[config.mk]
export PLATFORM = sky130hd
export DESIGN_NAME = muldiv_seq
export DESIGN_NICKNAME = d
export VERILOG_FILES = /design/src/rtl/muldiv_seq.sv
export SDC_FILE = /design/constraint.sdc
export NUM_CORES = 1
export LEC_CHECK = 0
export BUFFER_PORTS_ARGS = -buffer_cell sky130_fd_sc_hd__buf_2
export CORE_ASPECT_RATIO = 1.4
export CORE_MARGIN = 3
export CORE_UTILIZATION = 57
export DETAILED_ROUTE_END_ITERATION = 6
export HOLD_SLACK_MARGIN = 0.03
export PLACE_DENSITY = 0.84
export SYNTH_ARGS = -nofsm -noshare
export SYNTH_HDL_FRONTEND = slang
export SYNTH_SLANG_ARGS = --single-unit
[constraint.sdc]
create_clock -name clk -period 6.9 [get_ports clk]
set_clock_uncertainty 0.05 [all_clocks]
set_input_delay 1.035 -clock clk [delete_from_list [all_inputs] [get_ports clk]]
set_output_delay 1.035 -clock clk [all_outputs]
set_load 0.005 [all_outputs]
[src/rtl/muldiv_seq.sv]
// muldiv_seq: iterative unsigned shift-add multiplier / restoring divider driving the ALU B-mux controls.
module muldiv_seq #(
  parameter int WIDTH = 32
) (
  input  logic             clk,
  input  logic             rst_n,
  input  logic             start,
  input  logic             op,
  input  logic [WIDTH-1:0] a,
  input  logic [WIDTH-1:0] b,
  output logic             busy,
  output logic             done,
  output logic [WIDTH-1:0] hi,
  output logic [WIDTH-1:0] lo,
  output logic             div_zero,
  output logic             alu_f2,
  output logic             alu_en
);
  localparam int CW = $clog2(WIDTH);
  typedef enum logic [1:0] {IDLE, MUL, DIV, DONE} state_t;
  state_t state_q, state_d;
  logic [CW-1:0] cnt_q, cnt_d;
  logic [WIDTH-1:0] hi_q, hi_d, lo_q, lo_d, opreg_q, opreg_d;
  logic dz_q, dz_d;
  logic [WIDTH:0] sum, rem, diff;
  logic ge, last;
  // rem keeps hi's shifted-out MSB so the compare sees the full WIDTH+1-bit partial remainder
  always_comb begin
    sum = {1'b0, hi_q} + (lo_q[0] ? {1'b0, opreg_q} : '0);
    rem = {hi_q, lo_q[WIDTH-1]};
    diff = rem - {1'b0, opreg_q};
    ge = rem >= {1'b0, opreg_q};
    last = cnt_q == CW'(WIDTH - 1);
    state_d = state_q;
    cnt_d = cnt_q;
    hi_d = hi_q;
    lo_d = lo_q;
    opreg_d = opreg_q;
    dz_d = dz_q;
    unique case (state_q)
      IDLE: if (start) begin
        cnt_d = '0;
        dz_d = op && (b == '0);
        if (!op) begin
          state_d = MUL;
          hi_d = '0;
          lo_d = b;
          opreg_d = a;
        end else if (b == '0) begin
          state_d = DONE;
          hi_d = a;
          lo_d = '1;
        end else begin
          state_d = DIV;
          hi_d = '0;
          lo_d = a;
          opreg_d = b;
        end
      end
      MUL: begin
        hi_d = sum[WIDTH:1];
        lo_d = {sum[0], lo_q[WIDTH-1:1]};
        cnt_d = last ? '0 : cnt_q + CW'(1);
        state_d = last ? DONE : MUL;
      end
      DIV: begin
        hi_d = ge ? diff[WIDTH-1:0] : rem[WIDTH-1:0];
        lo_d = {lo_q[WIDTH-2:0], ge};
        cnt_d = last ? '0 : cnt_q + CW'(1);
        state_d = last ? DONE : DIV;
      end
      DONE: state_d = IDLE;
      default: state_d = IDLE;
    endcase
  end
  always_ff @(posedge clk or negedge rst_n) begin
    if (!rst_n) begin
      state_q <= IDLE;
      cnt_q <= '0;
      hi_q <= '0;
      lo_q <= '0;
      opreg_q <= '0;
      dz_q <= 1'b0;
    end else begin
      state_q <= state_d;
      cnt_q <= cnt_d;
      hi_q <= hi_d;
      lo_q <= lo_d;
      opreg_q <= opreg_d;
      dz_q <= dz_d;
    end
  end
  assign busy = (state_q == MUL) || (state_q == DIV);
  assign done = state_q == DONE;
  assign hi = hi_q;
  assign lo = lo_q;
  assign div_zero = dz_q;
  assign alu_f2 = state_q == DIV;
  assign alu_en = ((state_q == MUL) && lo_q[0]) || (state_q == DIV);
endmodule
# ---- Word level (Yosys, flattened, before mapping)
# Index checks and enable logic that the tools add are counted.
# W data, S select, Z words.
dict set report classes {
  n_addsub 3
  order_cmp 1
  n_eq_ne 6
  muxes 21
  n_reduce_logical 13
}
# cell count
set op_table {}
lappend op_table {{$mux W32} 10}
lappend op_table {{$pmux W32 S3} 2}
lappend op_table {{$add A32 B32 Y33} 1}
lappend op_table {{$ge A33 B32 Y1} 1}
lappend op_table {{$logic_not A32 Y1} 1}
lappend op_table {{$sub A32 B32 Y32} 1}
lappend op_table {{$mux W5} 2}
lappend op_table {{$pmux W5 S2} 1}
lappend op_table {{$pmux W2 S4} 1}
lappend op_table {{$mux W2} 3}
lappend op_table {{$reduce_and A2 Y1} 3}
lappend op_table {{$add A5 B1 Y5 const B} 1}
lappend op_table {{$eq A5 B5 Y1 const B} 1}
lappend op_table {{$eq A2 B2 Y1 const B} 2}
lappend op_table {{$ne A2 B2 Y1 const B} 2}
lappend op_table {{$reduce_and A3 Y1} 1}
lappend op_table {{$reduce_bool A3 Y1} 1}
lappend op_table {{$eq A2 B1 Y1 const B} 1}
lappend op_table {{$logic_and A1 B1 Y1} 2}
lappend op_table {{$logic_not A2 Y1} 1}
lappend op_table {{$logic_or A1 B1 Y1} 2}
lappend op_table {{$mux W1} 2}
lappend op_table {{$reduce_bool A2 Y1} 1}
lappend op_table {{$reduce_or A2 Y1} 1}
dict set report word_totals {
  ff_bits 104
  in_bits 68
  out_inout_bits 69
  word_cells 50
}

# ---- Logic depth before layout (Yosys ltp)
dict set report logic_depth {
  depth_word 5
  mapped_depth 15
  ltp_nobuf 14
}

# ---- Worst setup path after synthesis
# OpenSTA, ideal clock, no wires.
dict set report synth_path {
  kind {register -> register}
  start {register lo_q[0], in the netlist lo[0]}
  end {register hi_q[31], in the netlist hi[31]}
  setup_time_ns 0.082
  arrival_ns 3.275
  t_required_ns 6.768
  slack_ns 3.493
  path_stages_with_launch 15
  n_path_buf 1
  synth_period_minus_slack_ns 3.407
  path_cell_list {dfrtp_1 buf_1 and2_1 ha_1 inv_1 fa_1 nor2b_1 o31a_1 o31ai_1 a21oi_1 o21ai_1 o21ai_0 a21oi_1 or4_1 a31oi_1}
}
dict set report synth_via {
  elab_chain_cells 3
}
# item line_no
set synth_rtl {}
lappend synth_rtl {{start: declaration} 23} ;# logic [WIDTH-1:0] hi_q, hi_d, lo_q, lo_d, opreg_q, opreg_d;
lappend synth_rtl {{start signal: assignment} 88} ;# lo_q <= lo_d;
lappend synth_rtl {{$mux W32} 29} ;# sum = {1'b0, hi_q} + (lo_q[0] ? {1'b0, opreg_q} : '0);
lappend synth_rtl {{$add A32 B32 Y33} 29}
lappend synth_rtl {{$pmux W32 S3} 40} ;# unique case (state_q)
lappend synth_rtl {{end signal: assignment} 87} ;# hi_q <= hi_d;
lappend synth_rtl {{end: declaration} 23}
# Every way passes these cells.
# A chain may end at the register's enable or synchronous reset.

# ---- Final worst setup path
# Ends and elaborated chain as after synthesis.

==> results.cfg <==
[run_status]
status = completed

[worst_setup_path]
arrival_ns = 4.83
critical_path.top_delay_family = compound AO/OA/AOI/OAI gates
cp.required_ns = 7.13
cp_num_buf_inv = 1
worst-setup-path-type = reg -> reg
crit_chain = and2_1 > ha_1 > inv_1 > fa_1 > nor2b_1 > o31a_1 > o31ai_1 > a21oi_1 > o21ai_1 > o21ai_0 > a21oi_1 > or4_1 > a31oi_1
crit_path_top_delay_cell = dfrtp_1
crit_path_end_kind = flip-flop
crit_top_cell = a21oi_1
critPathMaxStageDelay_ns = 1.06
critPathMaxFanout = 36
worstSetupStartpointType = flip-flop

[clock_network]
numCtsBuffers = 9
cts.clk_slew.worst_paths_ns = 0.08
post_cts_resized = 0
cts_num_sinks = 104
cts_tree = done
clk_latency_ns = 0.36
root_buffer = clkbuf_16
cts.hold.buffers_added = 0
htreeDepth = 3
postCtsSetupBuffers = 0
clockBufferDepth = 2

[sta]
tightest_slew_ns = 1.11
whs_ns = 0.443
fin_crit_sh = 0.667
rsz0062_at_grt = false
max-slew-margin-rel = 0.257
fin_ws_ns = 2.30
maxSlewViolCount = 0
period_minus_slack_ns = 4.60
max_freq_mhz = 217
setup_tns_ns = 0
hold_viol = 0
setup_violations = 0

[synth]
synth-edff-count = 0
ys_types = 64
yosysTopAreaCell = dfrtp_1
syn_area_um2 = 9750
synth.top_cell.area_share = 0.267
ys.flop_type = dfrtp_1
syn_nets = 1386
ys_warn_count = 0
synth_cells = 1246
seq_area_frac_synth = 0.267
yosys-top-cells-area = dfrtp_1, ha_1, a21oi_1
avgSynthCellArea_um2 = 7.82
async_flop_share = 1.00
synth_seq_cells = 104

[routing]
vias = 10109
ant_nets = 0
drcViolationCount = 0
wl_um = 30900
avgViaCountPerCell = 6.60
drt_iter0_drc = 869
drtPass1Iterations = 5
wl_per_cell_um = 20.2

[place]
io_buffers = 136
dp_hpwl_um = 22500
pre_cts_ws_ns = 2.45
gp_congestion = 0.983

[die]
pin_count = 137
row_count = 55
core_um2 = 16400
dieWidth_um = 117
start_util = 0.593
die_y_um = 161
dieArea_um2 = 18700

[cells_and_area]
syn_to_final_growth_pct = 10.6
post_route_cells_drive_above_1_share = 0.152
most-common-layout-cells = a21oi_1, nor2_1, buf_2, dfrtp_1, nand2_1
layout_commonest_cell = a21oi_1
fin_nets = 1467

[worst_hold_path]
hold_path_class = reg -> reg

[grt]
grt_pass1_vias = 9685
grt_use_total = 0.328
grt_max_degree = 87
grt_overflow = 0
antenna_found_initial = 1
grt_pass1_wl_um = 49900

[power_and_ir_drop]
p_total_mw = 6.83
p_leak_nw = 5.05
p_per_area_nw_per_um2 = 633
ir_drop_uv = 344

[job]
maxCapViolCount = 0
==> layout make-up <==
type / count / area (um2)
Clock buffer: 10 / 239
Timing Repair Buffer: 147 / 768
Multi-Input combinational cell: 1017 / 6670
Fill cell: 1411 / 5660
Sequential cell: 104 / 2600
Antenna cell: 1 / 2.50
Inverter: 48 / 180
Tap cell: 199 / 249
Clock inverter: 6 / 73.8
==> Yosys cell counts, types with 12 or more instances <==
cell        n
a211oi_1   51
a21o_1     28
a21oi_1   155
a221oi_1   15
a22o_1     32
a31oi_1    14
and2_1     37
clkbuf_1   67
dfrtp_1   104
ha_1       70
inv_1      48
mux2_2     14
mux2i_1    35
nand2_1    99
nand2b_1   14
nand3_1    16
nand4_1    15
nor2_1    153
nor3_1     21
nor4_1     12
o21ai_0    78
xnor2_1    34
xor2_1     18
==> stage by stage <==
step                utilization  area [um2]  cells
floorplan                     -        9750   1246
global placement          0.637       10500   1515
detailed placement        0.637       10500   1515
CTS                       0.656       10800   1531
global route              0.656       10800   1532
finish                    0.656       10800   1532
==> worst paths after layout <==
kind,endpoint,slack (ns),depth (start not counted),startpoint
setup / recovery,hi[31],2.30,13,lo[0]
hold / removal,div_zero,0.44,2,div_zero
setup reg to reg,hi[31],2.30,13,lo[0]
hold reg to reg,div_zero,0.44,2,div_zero
max in group asynchronous,opreg_q[22],4.96,2,rst_n
min in group asynchronous,lo[8],0.70,1,rst_n
==> sequential cells by signal, indices dropped and copies added, names as in the netlist <==
name / flops
state_q: 2
div_zero: 1
hi: 32
cnt_q: 5
opreg_q: 32
lo: 32
==> per-layer routing <==
metal,track usage,wire (um),up-vias
li1,-,-,4725
met4,0.120,1060,0
met2,0.524,14700,548
met1,0.451,12400,4744
met5,0,0,-
met3,0.0441,2760,92
==> worst register-to-register path, stage by stage (launching register included) <==
cell	delay, ns
dfrtp_1	1.06
and2_1	0.25
ha_1	0.19
inv_1	0.06
fa_1	0.41
nor2b_1	0.17
o31a_1	0.19
o31ai_1	0.11
a21oi_1	0.23
o21ai_1	0.20
o21ai_0	0.65
a21oi_1	0.28
or4_1	0.52
a31oi_1	0.17
==> cell families (layout without fill, tap and decap cells) <==
kind of cell	count (synthesis)	after routing	synth area share
AOI/OAI and AO/OA	445	445	0.294
other	0	1	0
xor gates and xnor gates	52	52	0.0467
buffers and inverters	125	211	0.0519
muxes	56	56	0.0629
and+or+nand+nor	392	392	0.183
DFF	104	104	0.267
adders and majority gates	72	72	0.0940
==> where the power goes <==
part | switching, mW | internal [mW] | total (mW)
combinational | 2.92 | 2.04 | 4.96
sequential | 0.397 | 0.923 | 1.32
clock | 0.252 | 0.296 | 0.548
total | 3.57 | 3.26 | 6.83
Power figures use the tool's default switching activity.
